===== config.mk =====
export PLATFORM = sky130hd
export DESIGN_NAME = smpl_ring_flat
export DESIGN_NICKNAME = d
export VERILOG_FILES = /design/src/rtl/smpl_ring_if.sv /design/src/rtl/smpl_ring.sv /design/src/flat_wrapper.sv
export SDC_FILE = /design/constraint.sdc
export NUM_CORES = 1
export LEC_CHECK = 0
export BUFFER_PORTS_ARGS = -buffer_cell sky130_fd_sc_hd__buf_4
export CAP_MARGIN = 30
export CORE_AREA = 10 10 159 102
export DETAILED_ROUTE_END_ITERATION = 10
export DIE_AREA = 0 0 169 112
export PLACE_DENSITY = 0.69
export SYNTH_ARGS = -nofsm -noshare
export SYNTH_HDL_FRONTEND = slang
export SYNTH_SLANG_ARGS = --single-unit

===== constraint.sdc =====
create_clock -name clk_i -period 3.7 [get_ports clk_i]
set_clock_uncertainty 0.05 [all_clocks]
set_input_delay 0.74 -clock clk_i [delete_from_list [all_inputs] [get_ports clk_i]]
set_output_delay 0.74 -clock clk_i [all_outputs]
set_load 0.01 [all_outputs]

===== src/rtl/smpl_ring_if.sv =====
// smpl_ring_if: strobe/data bus between ctrl and the circular sample memory
//   master drives clr_i, wrt_i, d_i, read_i, lifo_i; slave returns q_o, vld_o, cnt_o, full_o, empty_o, ovf_o
interface smpl_ring_if #(
  parameter int WIDTH = 32,
  parameter int DEPTH = 4
);
  logic                       clr_i;
  logic                       wrt_i;
  logic [WIDTH-1:0]           d_i;
  logic                       read_i;
  logic                       lifo_i;
  logic [WIDTH-1:0]           q_o;
  logic                       vld_o;
  logic [$clog2(DEPTH+1)-1:0] cnt_o;
  logic                       full_o;
  logic                       empty_o;
  logic                       ovf_o;
  modport master (output clr_i, wrt_i, d_i, read_i, lifo_i, input q_o, vld_o, cnt_o, full_o, empty_o, ovf_o);
  modport slave  (input clr_i, wrt_i, d_i, read_i, lifo_i, output q_o, vld_o, cnt_o, full_o, empty_o, ovf_o);
endinterface


===== src/rtl/smpl_ring.sv =====
// smpl_ring: circular sample memory that overwrites the oldest entry when full, read newest or oldest first
//   clk_i/rst_in: clock and async active-low reset; bus: smpl_ring_if slave (strobes in, registered data/flags out)
module smpl_ring #(
  parameter int WIDTH = 32,
  parameter int DEPTH = 4
) (
  input logic        clk_i,
  input logic        rst_in,
  smpl_ring_if.slave bus
);
  localparam int AW = $clog2(DEPTH);
  localparam int CW = $clog2(DEPTH+1);
  logic [WIDTH-1:0] mem [DEPTH];
  logic [AW-1:0]    wr_ptr_q, wr_ptr_d, rd_idx;
  logic [CW-1:0]    cnt_q, cnt_d;
  logic [WIDTH-1:0] q_q, q_d;
  logic             vld_q, vld_d, ovf_q, ovf_d;
  logic             full, empty, wr, rd;
  always_comb begin
    full     = cnt_q == CW'(DEPTH);
    empty    = cnt_q == '0;
    wr       = bus.wrt_i && !bus.clr_i;
    rd       = bus.read_i && !bus.wrt_i && !bus.clr_i && !empty;
    // when full the low count bits wrap to 0, so the oldest slot is wr_ptr itself
    rd_idx   = bus.lifo_i ? wr_ptr_q - AW'(1) : wr_ptr_q - cnt_q[AW-1:0];
    wr_ptr_d = bus.clr_i ? '0 : wr ? wr_ptr_q + AW'(1) : (rd && bus.lifo_i) ? wr_ptr_q - AW'(1) : wr_ptr_q;
    cnt_d    = bus.clr_i ? '0 : wr ? (full ? cnt_q : cnt_q + CW'(1)) : rd ? cnt_q - CW'(1) : cnt_q;
    ovf_d    = bus.clr_i ? 1'b0 : ovf_q || (wr && full);
    vld_d    = rd;
    q_d      = rd ? mem[rd_idx] : q_q;
  end
  always_ff @(posedge clk_i or negedge rst_in) begin
    if (!rst_in) begin
      wr_ptr_q <= '0;
      cnt_q    <= '0;
      q_q      <= '0;
      vld_q    <= 1'b0;
      ovf_q    <= 1'b0;
    end else begin
      wr_ptr_q <= wr_ptr_d;
      cnt_q    <= cnt_d;
      q_q      <= q_d;
      vld_q    <= vld_d;
      ovf_q    <= ovf_d;
    end
  end
  always_ff @(posedge clk_i) if (wr) mem[wr_ptr_q] <= bus.d_i;
  assign bus.q_o     = q_q;
  assign bus.vld_o   = vld_q;
  assign bus.cnt_o   = cnt_q;
  assign bus.full_o  = full;
  assign bus.empty_o = empty;
  assign bus.ovf_o   = ovf_q;
endmodule


===== src/flat_wrapper.sv =====
// flat-port wrapper written by rule: the top's interface ports become plain ports
module smpl_ring_flat 
#(
  parameter int WIDTH = 32,
  parameter int DEPTH = 4
)
  (clk_i, rst_in, bus_clr_i, bus_wrt_i, bus_d_i, bus_read_i, bus_lifo_i, bus_q_o, bus_vld_o, bus_cnt_o, bus_full_o, bus_empty_o, bus_ovf_o);
  smpl_ring_if #(.WIDTH(WIDTH), .DEPTH(DEPTH)) bus_i ();
  input logic clk_i;
  input logic rst_in;
  input wire logic [$bits(bus_i.clr_i)-1:0] bus_clr_i;
  input wire logic [$bits(bus_i.wrt_i)-1:0] bus_wrt_i;
  input wire logic [$bits(bus_i.d_i)-1:0] bus_d_i;
  input wire logic [$bits(bus_i.read_i)-1:0] bus_read_i;
  input wire logic [$bits(bus_i.lifo_i)-1:0] bus_lifo_i;
  output wire logic [$bits(bus_i.q_o)-1:0] bus_q_o;
  output wire logic [$bits(bus_i.vld_o)-1:0] bus_vld_o;
  output wire logic [$bits(bus_i.cnt_o)-1:0] bus_cnt_o;
  output wire logic [$bits(bus_i.full_o)-1:0] bus_full_o;
  output wire logic [$bits(bus_i.empty_o)-1:0] bus_empty_o;
  output wire logic [$bits(bus_i.ovf_o)-1:0] bus_ovf_o;
  assign bus_i.clr_i = bus_clr_i;
  assign bus_i.wrt_i = bus_wrt_i;
  assign bus_i.d_i = bus_d_i;
  assign bus_i.read_i = bus_read_i;
  assign bus_i.lifo_i = bus_lifo_i;
  assign bus_q_o = bus_i.q_o;
  assign bus_vld_o = bus_i.vld_o;
  assign bus_cnt_o = bus_i.cnt_o;
  assign bus_full_o = bus_i.full_o;
  assign bus_empty_o = bus_i.empty_o;
  assign bus_ovf_o = bus_i.ovf_o;
  smpl_ring #(.WIDTH(WIDTH), .DEPTH(DEPTH)) u_core (.clk_i(clk_i), .rst_in(rst_in), .bus(bus_i));
endmodule

Word-level counts from Yosys, hierarchy flattened
Memories as Yosys holds them, arrays and structs flattened. A register that Yosys moved wholly into a read port is not among the register bits.
Cells that the tools add are included.
- output and inout port bits: 39
- latch bits: 0
- ROM bits: 0
- bits in registers: 7
- RAM bits: 128
- memories kept: 1
- input port bits: 38
- word-level logic and storage cells: 38
- memories (memory ; depth ; bits a word ; rd ports ; clocked after Yosys merged registers in ; wr ports ; RTL line ; RTL):
    u_core.mem ; 4 ; 32 ; 1 ; 1 ; 1 ; smpl_ring.sv:13 ; logic [WIDTH-1:0] mem [DEPTH];
- equality and inequality tests: 2
- bitwise logic cells: 0
- add/sub/neg operators: 5
- $lt $le $gt $ge: 0
- divide/modulo/power cells: 0
- reductions and logical operators: 15
- multiply operators: 0
- shift-type cells: 0
- muxes and demuxes: 11
- operators with widths (kind ; count):
    two-way mux 3 bit ; 4
    two-way mux 2 bit ; 4
    logical AND 1 bit ; 6
    nonzero test 3 bit ; 2
    zero test 1 bit ; 4
    adder 3 x 1 -> 3 bit (second input constant) ; 1
    == test 3 bit (second input constant) ; 1
    zero test 3 bit ; 1
    two-way mux 1 bit ; 3
    inequality test 3 bit (second input constant) ; 1
    subtractor 3 x 1 -> 3 bit (second input constant) ; 1
    adder 2 x 1 -> 2 bit (second input constant) ; 1
    AND reduction 2 bit ; 1
    subtractor 2 x 1 -> 2 bit (second input constant) ; 1
    subtractor 2 bit ; 1
    logical OR 1 bit ; 1

Logic depth before layout (Yosys ltp)
- word-level depth: 8
- gate-level depth with buffers: 8
- depth with buffers taken out: 7

Least setup slack after synthesis
No wires, ideal clock.
- path kind: input -> register
- start: input bus_wrt_i
- end: memory u_core.mem[0][0], enable pin
- arrival time: 2.124 ns
- library setup time: 0.392 ns
- slack: 1.134 ns
- data required time: 3.258 ns
- buffers on the path: 1
- stages on the path: 4
- cell sequence: clkbuf_1 > inv_1 > nor2_1 > and2_1
- longest elaborated chain between the ends: 3
- RTL lines (what ; RTL line ; RTL):
    start: declaration ; flat_wrapper.sv:12 ; input wire logic [$bits(bus_i.wrt_i)-1:0] bus_wrt_i;
    logical AND 1 bit ; smpl_ring.sv:22 ; wr = bus.wrt_i && !bus.clr_i;
    two-way mux 1 bit ; smpl_ring.sv:47 ; always_ff @(posedge clk_i) if (wr) mem[wr_ptr_q] <= bus.d_i;
    two-way mux 1 bit (implied by the code) ; smpl_ring.sv:47 ;
    end: declaration ; smpl_ring.sv:13 ;
No other way between the ends.

Final worst setup path
- start: register u_core.wr_ptr_q[0]
- end: register u_core.q_q[11] (netlist: u_core.bus.q_o[11]) (read register of u_core.mem)
- longest elaborated chain between the ends: 2
- elaborated cells on any way between the ends: 3
- those cells by class: add/sub: 2; mux: 1
- RTL lines (what ; RTL line ; RTL):
    start: declaration ; smpl_ring.sv:14 ; logic [AW-1:0] wr_ptr_q, wr_ptr_d, rd_idx;
    start signal: assignment ; smpl_ring.sv:40 ; wr_ptr_q <= wr_ptr_d;
    subtractor 2 bit or subtractor 2 x 1 -> 2 bit (tied branches) ; smpl_ring.sv:25 ; rd_idx = bus.lifo_i ? wr_ptr_q - AW'(1) : wr_ptr_q - cnt_q[AW-1:0];
    two-way mux 2 bit * ; smpl_ring.sv:25 ;
    end: declaration ; smpl_ring.sv:16 ; logic [WIDTH-1:0] q_q, q_d;
Mark *: on every way between the ends. The rest lies on a longest branch, timed or not.
A chain may end at the register's enable or synchronous reset.

==> summary.md <==
| Metric | Value |
|---|---|
| CP cell instances | inv_1 > ha_1 > xnor3_1 > mux2i_4 > buf_4 > nor3_1 > a221o_1 |
| Met3 Use GR | approximately 6% |
| MaxCap Viol Count | 0 |
| Critical Path AT | between 2000 and 3000 ps |
| Die Y | 112 um |
| F_max | between 300 and 400 MHz |
| Mux cell area share after synthesis | ~11% |
| CP Data Required Time | 3950 ps |
| Core box area | approximately 0.013 sq mm |
| Crit Path Max Fanout | 50 |
| Final min period | 2570 ps |
| Synth Net Count | 439 |
| Area grow syn2layout | 20.9% |
| Clk_lat worst skew | 420 ps |
| Static leakage | a little over 3 nW |
| Met1 usage | 18.2% |
| Die ar. | 0.0189 sq mm |
| CP max stage cell | buf_4 |
| DPL Wire Length | 7830 um |
| WP buf/inv | 2 |
| Inserted Clock Buffers | 17 |
| Crit Path Class | flop to flop |
| Number of global-route vias before repair | roughly 3700 |
| Top Usage Layer GRT | met2 |
| Peak VDD IR | around 320 uV |
| R2R cell count | 7 |
| Nets | a little over 500 |
| CP endpoint kind | flop |
| CTS tree | done |
| Antenna diodes | 0 |
| Crit path largest cell delay | between 500 and 600 ps |
| DRC | 0 |
| Hold buffers post-CTS | 0 |
| FF-to-FF Start | u_core.wr_ptr_q[0] |
| R2r setup slk | about 1100 ps |
| Root Driver | clkbuf_16 |
| Status | completed |
| Xor-xnor portion of the synthesized cell area | less than 1% |
| Largest net degree at the start of global routing | 77 |
| Postcts setup bufs | 0 |
| Met2 Use GR | a little over a fifth |
| Family with the most delay on the worst path | buffers and inverters |
| Post-synthesis sequential area ratio | roughly three quarters |
| Initial core utilization | 48.8% |
| RSZ-0062 raised after global routing | false |
| DRT Pass-1 Iters | 5 |
| Mean area per synthesized cell | around 16 sq um |
| Final setup violation count | 0 |
| Tot GR Track Use | roughly 14% |
| WL final | approximately 13000 um |
| Startpoint types | flop |
| Compound-Gate Fraction of Synth Area | around 5.5% |
| Post-Synth Adder-Cell Area | under 10% |
| Clock Path Buffers | 2 |
| Cell count after synthesis | roughly 400 |
| Endpoints failing hold | 0 |
| Post-DRT Antenna Nets | 0 |
| Number of synthesized register bits | between 150 and 200 |
| Synth Area in Simple Gates | under 10% |
| Final period util | a little over two thirds |
| CTS Sinks | approximately 170 |
| Via count | roughly 3500 |
| Post-CTS sizing | 0 |
| Cell area after synthesis | roughly 0.0065 sq mm |
| Measured slew at the worst slew-check pin | approximately 940 ps |
| Main combinational cell family by area after synthesis | multiplexers |
| Hold WS | about 270 ps |
| Vias per cell | 5.34 |
| Yosys warns | 0 |
| Synth cell types | 24 |
| Max-slew violation count | 0 |
| H-tree depth | 4 |
| Filler instances | 1023 |
| Crit Reg-Reg Endpoint | u_core.bus.q_o[11] |
| Setup_tns | 0 ps |
| Die X | approximately 170 um |
| First-pass GRT wire length | approximately 21000 um |
| Clock slew at reported path FFs | 60 ps |
| Worst rel slew slack | between 30 and 40% |
| Gpl congestion | approximately 0.76 |
| Rows | 33 |
| 1st-iter DRT viols | 240 |
| PD cells | 707 mW/mm^2 |
| Grt ovf | 0 |
| Wire per inst | about 20 um |
| Num ports | 77 |
| Initial antenna violation count | 0 |
| IO Port Bufs | 76 |
| Tightest Hold Check Type | primary input to async pin |
| Layout cells sized above 1 | between 20% and 30% |
## metrics by stage
stage | instances | instance area (sq um) | setup slack, ps | utilization (%) | total power [mW]
after CTS | 659 | 7860 | 1100 | 59.0 | 5.63
after detailed placement | 627 | 7280 | 1090 | 54.6 | 3.87
after global placement | 627 | 7280 | 1140 | 54.6 | 3.83
after floorplan | 395 | 6510 | 1130 | - | 3.28
final | 659 | 7860 | 1130 | 59.0 | 5.56
after global routing | 659 | 7860 | 888 | 59.0 | 5.84
## metal layers
metal	routed length, um	part of all wire [%]
met1	5940	46
met2	5940	46
met3	924	7.2
met4	49	0.38
met5	0	0
## flip-flops by register name, indices dropped and copies added (netlist names)
| signal | flops |
|---|---|
| u_core.bus.ovf_o | 1 |
| u_core.bus.q_o | 32 |
| u_core.bus.vld_o | 1 |
| u_core.wr_ptr_q | 2 |
| u_core.bus.cnt_o | 3 |
| u_core.mem | 128 |
## how the worst max path moves through the flow
stage / start / endpoint / slack, ps / depth (start not counted)
global route: u_core.wr_ptr_q[0] / u_core.bus.q_o[10] / 890 / 7
floorplan: bus_wrt_i / u_core.mem[0][0] / 1130 / 4
finish: u_core.wr_ptr_q[0] / u_core.bus.q_o[11] / 1130 / 7
global placement: bus_clr_i / u_core.bus.q_o[19] / 1140 / 6
detailed placement: u_core.wr_ptr_q[0] / u_core.bus.q_o[11] / 1090 / 7
CTS: u_core.wr_ptr_q[0] / u_core.bus.q_o[26] / 1100 / 7
## synth_stat cells, drive strengths merged
cell type,instances,share of area [%]
a221o,31,4.8
nand3b,1,0.12
ha,5,0.96
nor3,33,2.5
a31oi,1,0.096
and2,6,0.58
dfrtp,39,15
buf,12,0.90
a211oi,2,0.23
xnor3,1,0.35
edfxtp,128,59
nand2,1,0.058
xnor2,4,0.54
mux2,1,0.17
a21oi,3,0.23
fa,1,0.31
o311ai,1,0.13
clkbuf,13,0.75
inv,6,0.35
mux4,1,0.35
mux2i,65,10
nor2,40,2.3
## cell type report
| type | count | area (sq um) | area share (%) |
|---|---|---|---|
| repair buffers | 82 | 641 | 8.15 |
| flip-flops and latches | 167 | 4820 | 61.3 |
| multi-input cells | 197 | 1570 | 20.0 |
| clock inverters | 13 | 155 | 1.97 |
| well taps | 175 | 219 | 2.78 |
| clock buffers | 19 | 433 | 5.51 |
| inverters | 6 | 22.5 | 0.286 |
## cells by family (layout without fill, tap and decap cells)
group | Yosys count | after routing
AOI/OAI and AO/OA | 38 | 38
xor gates and xnor gates | 5 | 5
adders and majority gates | 6 | 6
buffers and inverters | 31 | 120
DFF | 167 | 167
muxes | 67 | 67
and+or+nand+nor | 81 | 81
## report_power, final
part	total (mW)	switching, mW	internal [mW]
clock	1.75	0.696	1.06
sequential	2.44	0.172	2.27
combinational	1.36	0.698	0.663
total	5.56	1.57	3.99
## layout by cell type (no fill, tap or decap), drive strengths merged, types with 2 or more instances in the layout
master	n
a211oi	2
a21oi	3
a221o	31
and2	6
buf	82
bufinv	3
clkbuf	19
clkinv	5
clkinvlp	4
dfrtp	39
edfxtp	128
ha	5
inv	7
mux2i	65
nor2	40
nor3	33
xnor2	4
Power figures use the tool's default switching activity.
